**src/rtl/audio_decimator.sv**
```systemverilog
// audio_decimator
//   Block-averaging decimator for the output of an IIR audio stage. Samples
//   "in" once every "div" clock cycles, sums 2^shift samples into a widened
//   accumulator, and pushes the arithmetically-shifted average into a small
//   output FIFO with a valid/ready handshake and a sticky overrun flag.
//
// Ports
//   clk        rising-edge clock
//   reset      asynchronous active-high reset
//   div        sample interval in clk cycles (0 and 1 both mean every cycle)
//   shift      log2 of the decimation ratio (5..7 behave as 4)
//   in         signed input sample
//   out        signed FIFO head sample, 0 while the FIFO is empty
//   out_valid  FIFO non-empty
//   out_ready  consumer accepts the head sample
//   ovr        sticky overrun flag (result dropped on a full FIFO)
//   ovr_clr    clears ovr
module audio_decimator #(
    parameter int DATA_WIDTH = 16,
    parameter int COUNT_BITS = 10,
    parameter int FIFO_DEPTH = 4
) (
    input  logic                         clk,
    input  logic                         reset,
    input  logic [COUNT_BITS-1:0]        div,
    input  logic [2:0]                   shift,
    input  logic signed [DATA_WIDTH-1:0] in,
    output logic signed [DATA_WIDTH-1:0] out,
    output logic                         out_valid,
    input  logic                         out_ready,
    output logic                         ovr,
    input  logic                         ovr_clr
);

    localparam int ACC_W = DATA_WIDTH + 4;
    localparam int AW    = $clog2(FIFO_DEPTH);

    // ------------------------------------------------------------------
    // Sample-interval counter
    // ------------------------------------------------------------------
    logic [COUNT_BITS-1:0] count_reg;
    logic                  tick;

    // ">=" rather than "==" so that lowering div below the current count
    // wraps immediately instead of running through the full counter range.
    always_comb begin
        tick = (div <= COUNT_BITS'(1)) || (count_reg >= (div - COUNT_BITS'(1)));
    end

    always_ff @(posedge clk or posedge reset) begin
        if (reset) begin
            count_reg <= '0;
        end else if (tick) begin
            count_reg <= '0;
        end else begin
            count_reg <= count_reg + COUNT_BITS'(1);
        end
    end

    // ------------------------------------------------------------------
    // Block accumulator
    // ------------------------------------------------------------------
    logic signed [ACC_W-1:0] acc_reg;
    logic [3:0]              smp_cnt_reg;
    logic [2:0]              shift_lat_reg;

    logic [2:0]              shift_clamped;
    logic [2:0]              shift_eff;
    logic [4:0]              smp_last;
    logic signed [ACC_W-1:0] sum;
    logic signed [ACC_W-1:0] shifted;
    logic signed [DATA_WIDTH-1:0] result;
    logic                    block_done;

    always_comb begin
        shift_clamped = (shift > 3'd4) ? 3'd4 : shift;
        // The first tick of a block uses (and latches) the live shift; the
        // rest of the block keeps the latched value.
        shift_eff  = (smp_cnt_reg == 4'd0) ? shift_clamped : shift_lat_reg;
        smp_last   = (5'd1 << shift_eff) - 5'd1;
        sum        = acc_reg + $signed({{4{in[DATA_WIDTH-1]}}, in});
        shifted    = sum >>> shift_eff;
        // The average of DATA_WIDTH-bit samples always fits DATA_WIDTH bits.
        result     = shifted[DATA_WIDTH-1:0];
        block_done = tick && ({1'b0, smp_cnt_reg} == smp_last);
    end

    always_ff @(posedge clk or posedge reset) begin
        if (reset) begin
            acc_reg       <= '0;
            smp_cnt_reg   <= '0;
            shift_lat_reg <= '0;
        end else if (tick) begin
            shift_lat_reg <= shift_eff;
            if (block_done) begin
                acc_reg     <= '0;
                smp_cnt_reg <= '0;
            end else begin
                acc_reg     <= sum;
                smp_cnt_reg <= smp_cnt_reg + 4'd1;
            end
        end
    end

    // ------------------------------------------------------------------
    // Output FIFO
    // ------------------------------------------------------------------
    logic signed [DATA_WIDTH-1:0] mem [FIFO_DEPTH];
    logic [AW-1:0] wr_ptr_reg;
    logic [AW-1:0] rd_ptr_reg;
    logic [AW:0]   occ_reg;
    logic          full;
    logic          pop;
    logic          push_ok;
    logic          overrun;

    always_comb begin
        out_valid = (occ_reg != '0);
        full      = (occ_reg == (AW+1)'(FIFO_DEPTH));
        pop       = out_valid && out_ready;
        // A pop in the same cycle frees a slot, so a full FIFO still accepts.
        push_ok   = block_done && (!full || pop);
        overrun   = block_done && full && !pop;
        out       = out_valid ? mem[rd_ptr_reg] : '0;
    end

    always_ff @(posedge clk) begin
        if (push_ok) begin
            mem[wr_ptr_reg] <= result;
        end
    end

    always_ff @(posedge clk or posedge reset) begin
        if (reset) begin
            wr_ptr_reg <= '0;
            rd_ptr_reg <= '0;
            occ_reg    <= '0;
        end else begin
            if (push_ok) begin
                wr_ptr_reg <= wr_ptr_reg + AW'(1);
            end
            if (pop) begin
                rd_ptr_reg <= rd_ptr_reg + AW'(1);
            end
            case ({push_ok, pop})
                2'b10:   occ_reg <= occ_reg + (AW+1)'(1);
                2'b01:   occ_reg <= occ_reg - (AW+1)'(1);
                default: occ_reg <= occ_reg;
            endcase
        end
    end

    // A fresh overrun wins over a simultaneous clear.
    always_ff @(posedge clk or posedge reset) begin
        if (reset) begin
            ovr <= 1'b0;
        end else if (overrun) begin
            ovr <= 1'b1;
        end else if (ovr_clr) begin
            ovr <= 1'b0;
        end
    end

endmodule

```
**config.mk**
```make
export PLATFORM = sky130hd
export DESIGN_NAME = audio_decimator
export DESIGN_NICKNAME = d
export VERILOG_FILES = /design/src/rtl/audio_decimator.sv
export SDC_FILE = /design/constraint.sdc
export NUM_CORES = 1
export LEC_CHECK = 0
export CAP_MARGIN = 20
export CORE_UTILIZATION = 30
export CTS_BUF_LIST = sky130_fd_sc_hd__clkbuf_8 sky130_fd_sc_hd__clkbuf_16
export DETAILED_ROUTE_END_ITERATION = 16
export PLACE_DENSITY = 0.52
export SETUP_SLACK_MARGIN = 0.5
export SLEW_MARGIN = 20
export SYNTH_ARGS = -nofsm -noshare
export SYNTH_HDL_FRONTEND = slang
export SYNTH_SLANG_ARGS = --single-unit
```
**constraint.sdc**
```tcl
create_clock -name clk -period 7.7 [get_ports clk]
set_input_delay 1.155 -clock clk [delete_from_list [all_inputs] [get_ports clk]]
set_output_delay 1.155 -clock clk [all_outputs]
set_load 0.005 [all_outputs]
```
Word-level counts from Yosys, hierarchy flattened
Memories as Yosys holds them, arrays and structs flattened.
Index checks and enable logic that the tools add are counted.

word-level totals
  flip-flop bits (word level) = 45
  RAM bits = 64
  input bits = 33
  output and inout port bits = 18
  word-level logic and storage cells = 51
  memories = 1

memory list
  memory  words  bits a word  read ports  clocked after memory_dff  write ports  RTL line  source
  mem     4      16           1           0                         1            108       logic signed [DATA_WIDTH-1:0] mem [FIFO_DEPTH];

cells by class
  $add $sub $neg = 9
  order comparisons = 3
  eq/ne operators = 4
  shifts and indexed selects = 2
  multiplexer cells = 11
  reductions and logical operators = 13

operators with widths
  kind                     count
  $add A20 B16 Y20         1
  $mux W20                 1
  $sshr A20 B3 Y16         1
  $mux W16                 1
  $add A10 B1 Y10 const B  1
  $ge A10 B10 Y1           1
  $le A10 B1 Y1 const B    1
  $mux W10                 1
  $sub A10 B1 Y10 const B  1
  $mux W3                  2
  $pmux W3 S2              1
  $eq A4 B5 Y1             1
  $logic_and A1 B1 Y1      5
  $shl A1 B3 Y5 const A    1
  $sub A5 B1 Y5 const B    1
  $add A2 B1 Y2 const B    2
  $add A4 B1 Y4 const B    1
  $logic_not A4 Y1         1
  $mux W1                  4
  $mux W4                  1
  $reduce_bool A2 Y1       2
  $add A3 B1 Y3 const B    1
  $eq A3 B3 Y1 const B     1
  $gt A3 B3 Y1 const B     1
  other kinds (6)          8

Depth between registers and ports, before layout
  depth after elaboration = 10
  mapped depth = 21
  depth with buffers taken out = 19

Worst setup path before layout
No wires, ideal clock.

  kind = input to register
  start = in shift[2]
  end = reg occ_reg[1]
  data arrival time = 4134 ps
  required time = 7589 ps
  slack = 3455 ps
  cell stages on the path = 13
  buffers on the path = 2
  path through = mux2i_1 buf_2 clkbuf_1 nand2_1 ha_1 a311o_1 and3_1 a311oi_4 nand2_2 nand3_1 fa_1 a31o_1 a2111oi_2

between the ends
  word-level cells in the longest chain between the ends = 10

ends and longest elaborated chain
  what                                               RTL line  source
  start, declared                                    26        input logic [2:0] shift,
  $gt A3 B3 Y1                                       76        shift_clamped = (shift > 3'd4) ? 3'd4 : shift;
  $mux W3 *                                          76
  $mux W3 *                                          79        shift_eff = (smp_cnt_reg == 4'd0) ? shift_clamped : shift_lat_reg;
  $shl A1 B3 Y5 *                                    80        smp_last = (5'd1 << shift_eff) - 5'd1;
  $sub A5 B1 Y5 *                                    80
  $eq A4 B5 Y1 *                                     85        block_done = tick && ({1'b0, smp_cnt_reg} == smp_last);
  $logic_and A1 B1 Y1 *                              85
  $logic_and A1 B1 Y1 *                              122       push_ok = block_done && (!full || pop);
  $eq A2 B1 Y1 or $eq A2 B2 Y1 (tied branches)       145       case ({push_ok, pop})
  $pmux W3 S2 or $reduce_bool A2 Y1 (tied branches)  -
  end signal, assigned                               146       2'b10: occ_reg <= occ_reg + (AW+1)'(1);
  end signal, assigned                               147       2'b01: occ_reg <= occ_reg - (AW+1)'(1);
  end signal, assigned                               148       default: occ_reg <= occ_reg;
  end, declared                                      111       logic [AW:0] occ_reg;

Every way passes the cells marked *; elsewhere a longest branch is shown, timed or not.
A chain may end at the register's enable or synchronous reset.

Worst setup path after layout
  start = in shift[2]
  end = mem mem[2][2], enable pin

between the ends
  word-level cells in the longest chain between the ends = 10

ends and longest elaborated chain
  what                             RTL line  source
  $gt A3 B3 Y1                     76
  $mux W3 *                        76
  $mux W3 *                        79
  $shl A1 B3 Y5 *                  80
  $sub A5 B1 Y5 *                  80
  $eq A4 B5 Y1 *                   85
  $logic_and A1 B1 Y1 *            85
  $logic_and A1 B1 Y1 *            122
  $mux W1 *                        128       if (push_ok) begin
  $mux W1 (not written as such) *  129       mem[wr_ptr_reg] <= result;
  end, declared                    108

Marked as above.

==> results_dict.tcl <==
set metrics [dict create \
    drc_errors 0 \
    worstPathCellList "clkdlybuf4s50_1 > o21bai_1 > mux2i_2 > nand2b_1 > ha_1 > inv_1 > a2111oi_0 > o211ai_1 > and3_1 > a311oi_4 > nand2_2 > nor2_2 > and2_1" \
    postPlaceCellArea_mm2 0.00781 \
    cts_made_buffers 9 \
    dieArea_mm2 0.0240 \
    end_kind "flop" \
    design_area_mm2 0.00812 \
    reg2reg_from "smp_cnt_reg[0]" \
    crit_buf_inv 2 \
    crit_type "primary input to flop" \
    synth_fp_nets 733 \
    antenna_found_initial 0 \
    yosys_warnings 0 \
    drv_cap 0 \
    rr_endpoint "mem[2][2]" \
    dr.pass1.iters 5 \
    rsz0062_at_grt "no" \
    async_flop_share_pct 41.3 \
    hold_ws_ns 0.490 \
    nFillCells 2240 \
    clockRootBuffer "clkbuf_16" \
    rows 55 \
    ios 51 \
    slowest_stage "and2_1" \
    vias 5196 \
    gp_congestion 0.838 \
    fmax_mhz 202 \
    ys_seq_area_share_pct 43.4 \
    regArea_mm2 0.00305 \
    cts_max_path_buffers 2 \
    syn_to_final_growth_pct 15.7 \
    crit_cells 13 \
    synth_edf_count 64 \
    worstPathRequired_ns 7.69 \
    port-buffer-count 50 \
    fin_tns_setup_ns 0 \
    relSlewSlack_pct 38.6 \
    ctsHtreeMaxLevel 3 \
    clkLatencyLatePin_ns 0.36 \
    path_delay_family "simple AND/OR/NAND/NOR gates" \
    drive_gt1_share_pct 9.04 \
    worstPathMaxFanout 16 \
    dpl.hpwl_um 12000 \
    ff2ff_setup_slack_ns 2.79 \
    start_util_pct 30.8 \
    drt_iter0_markers 324 \
    grt_pass1_wl_um 27600 \
    routedWlPerCell_um 16.4 \
    ir_drop_uv 155 \
    postCtsHoldBufs 0 \
    synth.avg_cell_area_um2 10.7 \
    synth_top_area_cell "edfxtp_1" \
    final-setup-viol-count 0 \
    postRouteAntennaNets 0 \
    chipHeight_um 155 \
    netlist_instances 659 \
    routed_wl_um 16600 \
    reg2reg_depth 14 \
    power_density_mw_per_mm2 417 \
    die_w_um 155 \
    nets 766 \
    clock_sinks 109 \
    synth_top_area_share_pct 27.4 \
    synth.most_common_cell "nand2_1" \
    antenna_cells 0 \
    cp-startpoint "shift[2]" \
    placeableCoreArea_mm2 0.0228 \
    multiInputGateArea_mm2 0.00375 \
    ys_ff_latch 109 \
    startpoint_type "primary input" \
    largest_reg_flops 64 \
    hold_viol_final 0 \
    tightest_slew_ns 0.915 \
    fin_crit_ns 4.94 \
    viasPerCell 5.14 \
    cts_tree "yes" \
    postCtsSetupBuffers 0 \
    synth-main-ff-cell "edfxtp_1" \
    path_clk_slew_ns 0.08 \
    synth_cell_types 70 \
    cp_data_arrival_time_ns 4.93 \
    hp-class "flop to flop" \
    synth_area_mm2 0.00702 \
    grt_usage_pct 14.6 \
    status "complete, no violations" \
    ys_top_cells_by_count "nand2_1 (71), edfxtp_1 (64), dfrtp_1 (45)" \
    yosys-top-cells-area "edfxtp_1 (27%), dfrtp_1 (16%), ha_1 (7.0%), mux4_2 (5.1%), nand2_1 (3.8%)" \
    period_share_pct 64.2 \
    postCtsResizedCells 0 \
    max_stage_delay_ns 0.73 \
    crit_path_end "mem[2][2]" \
    slew_viol_final 0 \
    fin_skew_ns 0.0118 \
    overflow 0 \
    p_leak_nw 3.07 \
    grt_max_degree 46 \
    grt_pass1_vias 5242 \
]
## worst reg2reg max path, stage by stage (launching register included)
cell and delay [ns]:
dfrtp_1 0.47, inv_1 0.09, ha_1 0.18, nor3b_2 0.59, mux2i_2 0.55, nand2b_1 0.21
ha_1 0.25, inv_1 0.05, a2111oi_0 0.39, o211ai_1 0.15, and3_1 0.19, a311oi_4 0.23
nand2_2 0.18, nor2_2 0.26, and2_1 0.73
## report_power, final
group,switching [W],internal [W],total [W]
Combinational,0.00108,0.000795,0.00187
Sequential,0.000138,0.000894,0.00103
Clock,0.000248,0.000237,0.000486
Total,0.00146,0.00193,0.00339
## stage by stage
stage | util, % | worst slack (ns) | std cells | power, W
2_1_floorplan | - | 3.45 | 659 | 0.00232
3_3_place_gp | 34.3 | 2.55 | 994 | 0.00286
3_5_place_dp | 34.3 | 2.31 | 994 | 0.00291
4_1_cts | 35.7 | 2.68 | 1010 | 0.00341
5_1_grt | 35.7 | 2.36 | 1010 | 0.00367
6_report | 35.7 | 2.76 | 1010 | 0.00339
## layout by cell type (no fill, tap or decap), drive strengths merged, types with 4 or more instances in the layout
cell / instances
a311oi: 4
o211ai: 10
a211oi: 7
o2111ai: 4
nor2b: 5
mux4: 16
or3: 7
mux2i: 26
ha: 39
nor3: 12
a31oi: 4
dfrtp: 45
nand3: 18
nor3b: 5
and2: 26
inv: 24
edfxtp: 64
clkdlybuf4s50: 50
clkbuf: 9
o31ai: 7
nor2: 33
o21ai: 36
a2111oi: 6
a21oi: 27
buf: 6
o21a: 7
xor2: 14
nand4: 6
mux2: 13
and3: 7
a21o: 12
xnor2: 24
nand2: 72
nand2b: 8
## routing by layer
| layer | part of all wire [%] | global-route usage [%] | vias to the layer above |
|---|---|---|---|
| met5 | 0 | 0 | - |
| met3 | 3.8 | 2.73 | 14 |
| met1 | 48 | 19.7 | 2549 |
| met2 | 47 | 24.2 | 98 |
| met4 | 1.2 | 3.68 | 0 |
| li1 | - | - | 2535 |
## logic make-up after synthesis
group / Yosys count / synth area share (%)
compound gates: 150 / 14.8
xor+xnor: 38 / 4.74
fa+ha+maj: 41 / 7.52
buf+inv: 53 / 3.17
flops: 109 / 43.4
mux: 55 / 11.0
simple gates: 213 / 15.3
## worst min path at each step
| stage | startpoint | endpoint | cells past startpoint |
|---|---|---|---|
| detailed placement | acc_reg[11] | acc_reg[11] | 2 |
| global placement | acc_reg[0] | acc_reg[0] | 2 |
| finish | acc_reg[11] | acc_reg[11] | 2 |
| floorplan | acc_reg[10] | acc_reg[10] | 2 |
| global route | acc_reg[10] | acc_reg[10] | 2 |
| CTS | acc_reg[11] | acc_reg[11] | 2 |
## area by class of cell
class,count,share of cell area (%)
Inverter,19,0.893
Timing Repair Buffer,56,6.71
Sequential cell,109,37.5
Tap cell,313,4.82
Multi-Input combinational cell,497,46.2
Clock inverter,7,1.06
Clock buffer,9,2.77
No activity file was read; power rests on OpenSTA's default activity.
